`src/rtl/serial_crc_pkg.sv`:
```
// Shared types and constants for the serial CRC generator/checker.
package serial_crc_pkg;

    typedef enum logic {
        DATA = 1'b0,
        CRC  = 1'b1
    } state_t;

    localparam logic [4:0] CRC5_POLY = 5'h15;

    // Counter must reach MSG_LEN+WIDTH-1 (longest check-mode frame).
    function automatic int crc_cnt_width(input int msg_len, input int width);
        return $clog2(msg_len + width + 1);
    endfunction

endpackage

```
`src/rtl/crc_lfsr_step.sv`:
```
// CRC remainder register: init load, data-driven LFSR step, or zero-fill shift.
module crc_lfsr_step #(
    parameter int               WIDTH = 5,
    parameter logic [WIDTH-1:0] POLY  = 5'h15,
    parameter logic [WIDTH-1:0] INIT  = '0
) (
    input  logic             clk,
    input  logic             rst,
    input  logic             load_init,
    input  logic             shift_in,
    input  logic             shift_out,
    input  logic             data_in,
    output logic [WIDTH-1:0] r
);

    always_ff @(posedge clk or posedge rst) begin
        if (rst) begin
            r <= INIT;
        end else if (load_init) begin
            r <= INIT;
        end else if (shift_in) begin
            r <= {r[WIDTH-2:0], 1'b0} ^ ((data_in ^ r[WIDTH-1]) ? POLY : '0);
        end else if (shift_out) begin
            r <= {r[WIDTH-2:0], 1'b0};
        end
    end

endmodule

```
`src/rtl/serial_crc_gen.sv`:
```
// Serial CRC framer: passes message bits through and appends the remainder.
// SERIAL_CRC_CHECK_EN adds a check mode that flags a nonzero received remainder.
//
// state | meaning
// DATA  | accepting message bits (plus remainder bits in check mode)
// CRC   | shifting the remainder out, input stalled
module serial_crc_gen
    import serial_crc_pkg::*;
#(
    parameter int               WIDTH   = 5,
    parameter logic [WIDTH-1:0] POLY    = WIDTH'(CRC5_POLY),
    parameter logic [WIDTH-1:0] INIT    = '0,
    parameter int               MSG_LEN = 8
) (
    input  logic cgclck,
    input  logic cgrst,
    input  logic cgclr,
    input  logic cgin,
    input  logic cgin_valid,
    output logic cgin_ready,
    output logic cgout,
    output logic cgout_valid,
    output logic cglast
`ifdef SERIAL_CRC_CHECK_EN
   ,input  logic cgmode,
    output logic cgerr,
    output logic cgerr_valid
`endif
);

    localparam int CW = crc_cnt_width(MSG_LEN, WIDTH);
    localparam logic [CW-1:0] LAST_GEN = CW'(MSG_LEN - 1);
    localparam logic [CW-1:0] LAST_CHK = CW'(MSG_LEN + WIDTH - 1);
    localparam logic [CW-1:0] LAST_CRC = CW'(WIDTH - 1);

    state_t           state, state_nxt;
    logic [CW-1:0]    cnt, cnt_nxt, last_data;
    logic [WIDTH-1:0] r;
    logic             accept, load_init, shift_in, shift_out;
    logic             data_done, crc_done, chk_mode;

    assign last_data = chk_mode ? LAST_CHK : LAST_GEN;

    always_ff @(posedge cgclck or posedge cgrst) begin
        if (cgrst) begin
            state <= DATA;
            cnt   <= '0;
        end else begin
            state <= state_nxt;
            cnt   <= cnt_nxt;
        end
    end

    always_comb begin
        state_nxt  = state;
        cnt_nxt    = cnt;
        load_init  = 1'b0;
        shift_in   = 1'b0;
        shift_out  = 1'b0;
        accept     = 1'b0;
        data_done  = 1'b0;
        crc_done   = 1'b0;
        cgin_ready = (state == DATA);
        if (cgclr) begin
            state_nxt = DATA;
            cnt_nxt   = '0;
            load_init = 1'b1;
        end else begin
            case (state)
                DATA: begin
                    if (cgin_valid) begin
                        accept   = 1'b1;
                        shift_in = 1'b1;
                        if (cnt == last_data) begin
                            data_done = 1'b1;
                            cnt_nxt   = '0;
                            // Check mode ends the frame here; no remainder to send.
                            if (chk_mode) load_init = 1'b1;
                            else          state_nxt = CRC;
                        end else begin
                            cnt_nxt = cnt + 1'b1;
                        end
                    end
                end
                CRC: begin
                    shift_out = 1'b1;
                    if (cnt == LAST_CRC) begin
                        crc_done  = 1'b1;
                        load_init = 1'b1;
                        cnt_nxt   = '0;
                        state_nxt = DATA;
                    end else begin
                        cnt_nxt = cnt + 1'b1;
                    end
                end
                default: state_nxt = DATA;
            endcase
        end
    end

    crc_lfsr_step #(
        .WIDTH (WIDTH),
        .POLY  (POLY),
        .INIT  (INIT)
    ) u_lfsr (
        .clk       (cgclck),
        .rst       (cgrst),
        .load_init (load_init),
        .shift_in  (shift_in),
        .shift_out (shift_out),
        .data_in   (cgin),
        .r         (r)
    );

    always_ff @(posedge cgclck or posedge cgrst) begin
        if (cgrst) begin
            cgout       <= 1'b0;
            cgout_valid <= 1'b0;
            cglast      <= 1'b0;
        end else begin
            cgout_valid <= 1'b0;
            cglast      <= 1'b0;
            if (!cgclr) begin
                if (accept) begin
                    cgout       <= cgin;
                    cgout_valid <= 1'b1;
                    cglast      <= data_done & chk_mode;
                end else if (state == CRC) begin
                    cgout       <= r[WIDTH-1];
                    cgout_valid <= 1'b1;
                    cglast      <= crc_done;
                end
            end
        end
    end

`ifdef SERIAL_CRC_CHECK_EN
    logic             mode_q;
    logic [WIDTH-1:0] r_step;

    // Mode is live while the frame has not started, then frozen.
    assign chk_mode = (state == DATA && cnt == '0) ? cgmode : mode_q;
    assign r_step   = {r[WIDTH-2:0], 1'b0} ^ ((cgin ^ r[WIDTH-1]) ? POLY : '0);

    always_ff @(posedge cgclck or posedge cgrst) begin
        if (cgrst) begin
            mode_q      <= 1'b0;
            cgerr       <= 1'b0;
            cgerr_valid <= 1'b0;
        end else begin
            cgerr_valid <= 1'b0;
            if (state == DATA && cnt == '0) mode_q <= cgmode;
            if (data_done && chk_mode) begin
                cgerr       <= (r_step != '0);
                cgerr_valid <= 1'b1;
            end
        end
    end
`else
    logic unused_r_low;
    assign chk_mode     = 1'b0;
    assign unused_r_low = ^r[WIDTH-2:0];
`endif

endmodule

```
`config.mk`:
```
export PLATFORM = sky130hd
export DESIGN_NAME = serial_crc_gen
export DESIGN_NICKNAME = d
export VERILOG_FILES = /design/src/rtl/serial_crc_pkg.sv /design/src/rtl/crc_lfsr_step.sv /design/src/rtl/serial_crc_gen.sv
export SDC_FILE = /design/constraint.sdc
export NUM_CORES = 1
export LEC_CHECK = 0
export BUFFER_PORTS_ARGS = -buffer_cell sky130_fd_sc_hd__buf_2
export CORE_AREA = 2 2 39 41
export CTS_CLUSTER_DIAMETER = 100
export DETAILED_ROUTE_END_ITERATION = 12
export DIE_AREA = 0 0 41 43
export GPL_ROUTABILITY_DRIVEN = 0
export PLACE_DENSITY = 0.71
export SYNTH_ARGS = -nofsm -noshare
export SYNTH_HDL_FRONTEND = slang
export SYNTH_SLANG_ARGS = --single-unit
```
`constraint.sdc`:
```
create_clock -name cgclck -period 1.8 [get_ports cgclck]
set_input_delay 0.54 -clock cgclck [delete_from_list [all_inputs] [get_ports cgclck]]
set_output_delay 0.54 -clock cgclck [all_outputs]
set_load 0.01 [all_outputs]
```
==> impl_metrics.ini <==
[layout]
final_cell_mix = dfrtp_1 (13), buf_2 (8), nand2_1 (6), inv_1 (6)
diodes = 0
synthToLayoutAreaGrowth_pct = 11.9
layout_commonest_cell = dfrtp_1
finalNetCount = 78
fillCellCount = 122
design_area_um2 = 743
drive_gt1_share_pct = 31.4

[route]
first_pass_iters = 4
post-route-drc-count = 0
wl_per_cell_um = 14.6
wirelength_um = 1260
dr_total_vias = 472
viasPerCell = 5.49
drt_iter0_drc = 3
antenna_left = 0

[cts]
clock-sinks = 13
htree_levels = 1
hold_buffers = 0
cts_buffers = 3
clkTransAtPathRegs_ps = 90
cts_tree = yes
cts_setup_buffers = 0
cts_resized = 0
clock-root-buffer = clkbuf_4
insertion_delay_ps = 280
clockBufferDepth = 2

[critical_path]
r2r_setup_slack_ps = 310
worst_ep_arrival_time_ps = 1130
endpoint_kind = output port
cp-startpoint = state$_DFF_PP0_
r2r_cells = 4
path_max_fanout = 8
critPathKind = reg -> out
regToRegStartpoint = state$_DFF_PP0_
critPathLaunchType = flop
crit_required_ps = 1260

[floorplan]
die_area_mm2 = 0.00176
initial_core_util_pct = 48.0
fp.coreArea_mm2 = 0.00138
die_h_um = 43
rows = 14
die_w_um = 41
io_pins = 9

[sta]
fmax_mhz = 599
post-route-period-util_pct = 92.7
tightest_slew_ps = 480
period_needed_ps = 1670
rsz0062_at_grt = false
hold_viol_final = 0
max_slew_margin_pct = 68.0
setup_tns_ps = 0
finalSetupViolCount = 0
maxSlewViolCount = 0
skew_ps = 9.21

[yosys]
synthesis.nets = 65
syn_inst = 58
ys_warn_count = 0
ys_seq_area_share_pct = 49.0
avgSynthCellArea_um2 = 11.5
synthDistinctLibCells = 24
synth-seq-cells = 13
netlist_area_um2 = 664

[hold_path]
hold_path.class = in -> async

[place]
io_buffer_count = 8
detailed_place_hpwl_um = 931
placed_area_um2 = 717

[pwr]
p_switching_w = 0.000153
powerDensity_mw_per_mm2 = 777
leakagePower_nw = 0.345
power_frac_clock_pct = 32.2
power_w = 0.000577
comb_power_share_pct = 13.0
intPower_w = 0.000424
p_sw_share_pct = 26.5
ir_worst_vdd_mv = 0.398
seqPwrFrac_pct = 54.8

[global_routing]
gr-total-overflow = 0
grt_max_degree = 14
grt_usage_pct = 17.4
antenna_found_initial = 0
grt_pass1_wl_um = 2000
grt_pass1_vias = 464

[status]
outcome = finished, final reports clean

[job]
cap_violations = 0
[sequential cells by signal (all words and copies together), names as in the netlist]
| register | count |
|---|---|
| cnt | 4 |
| cgout_valid | 1 |
| cglast | 1 |
| cgout | 1 |
| state | 1 |
| u_lfsr.r | 5 |
[power groups by stage]
stage / Clock (W) / Sequential [W] / Combinational [W]
2_1_floorplan: 0 / 0.000322 / 0.0000503
3_3_place_gp: 0 / 0.000321 / 0.0000726
3_5_place_dp: 0 / 0.000322 / 0.0000757
4_1_cts: 0.000191 / 0.000316 / 0.0000762
5_1_grt: 0.000203 / 0.000319 / 0.0000840
6_report: 0.000186 / 0.000316 / 0.0000751
[critical path, stage by stage, from the launching register on]
cell and delay, ps:
dfrtp_1 550, inv_1 130, buf_2 160
[final timing paths]
check | end
min in group cgclck | u_lfsr.r[0]$_DFFE_PP0P_
max reg2reg | cnt[3]$_DFFE_PP0P_
min reg2reg | u_lfsr.r[0]$_DFFE_PP0P_
min | u_lfsr.r[1]$_DFFE_PP0P_
max in group asynchronous | cnt[0]$_DFFE_PP0P_
max | cgin_ready
[per-layer routing]
layer	GRT usage, %	up-vias	part of all wire (%)
li1	-	227	-
met1	20.6	228	46
met2	25.9	15	48
met3	7.85	2	5.4
met4	8.00	0	0.72
met5	0	-	0
[cell usage after synthesis]
cell type,number,share of area [%]
a21boi_1,1,1.1
a21oi_1,2,1.5
a22o_1,3,4.0
a22o_2,2,3.0
a311oi_4,1,4.0
buf_6,2,3.4
dfrtp_1,13,49
ha_1,2,3.8
inv_1,6,3.4
nand2_1,6,3.4
nand2b_4,1,2.1
nand3_1,1,0.75
nor2_1,3,1.7
nor2b_1,1,0.94
nor3_2,1,1.5
nor3b_1,1,1.1
o21ai_2,3,4.0
o221ai_1,1,1.3
o22ai_1,1,0.94
o2bb2ai_1,1,1.3
or3_1,1,0.94
or3_4,1,1.7
xnor2_1,3,4.0
xor2_1,1,1.3
[through the flow]
step	cells	hold WS, ps	setup slack, ps	utilization (%)
floorplan	58	417	217	-
global placement	82	478	171	51.8
detailed placement	82	469	151	51.8
CTS	86	273	143	53.7
global route	86	292	85.0	53.7
finish	86	255	132	53.7
[final cells by class]
cell class,count,area (um^2),area share (%)
clock buffers,4,26.3,3.54
inverters,6,22.5,3.03
multi-input cells,37,294,39.6
flip-flops and latches,13,325,43.8
well taps,16,20.0,2.69
repair buffers,10,55.1,7.41
[logic make-up after synthesis]
kind of cell | count (synthesis) | share of synthesized area [%]
adders and majority gates | 2 | 3.77
and+or+nand+nor | 16 | 14.1
buffers and inverters | 8 | 6.78
DFF | 13 | 49.0
AOI/OAI and AO/OA | 15 | 21.1
xor gates and xnor gates | 4 | 5.27
(Power assumes the default switching activity.)
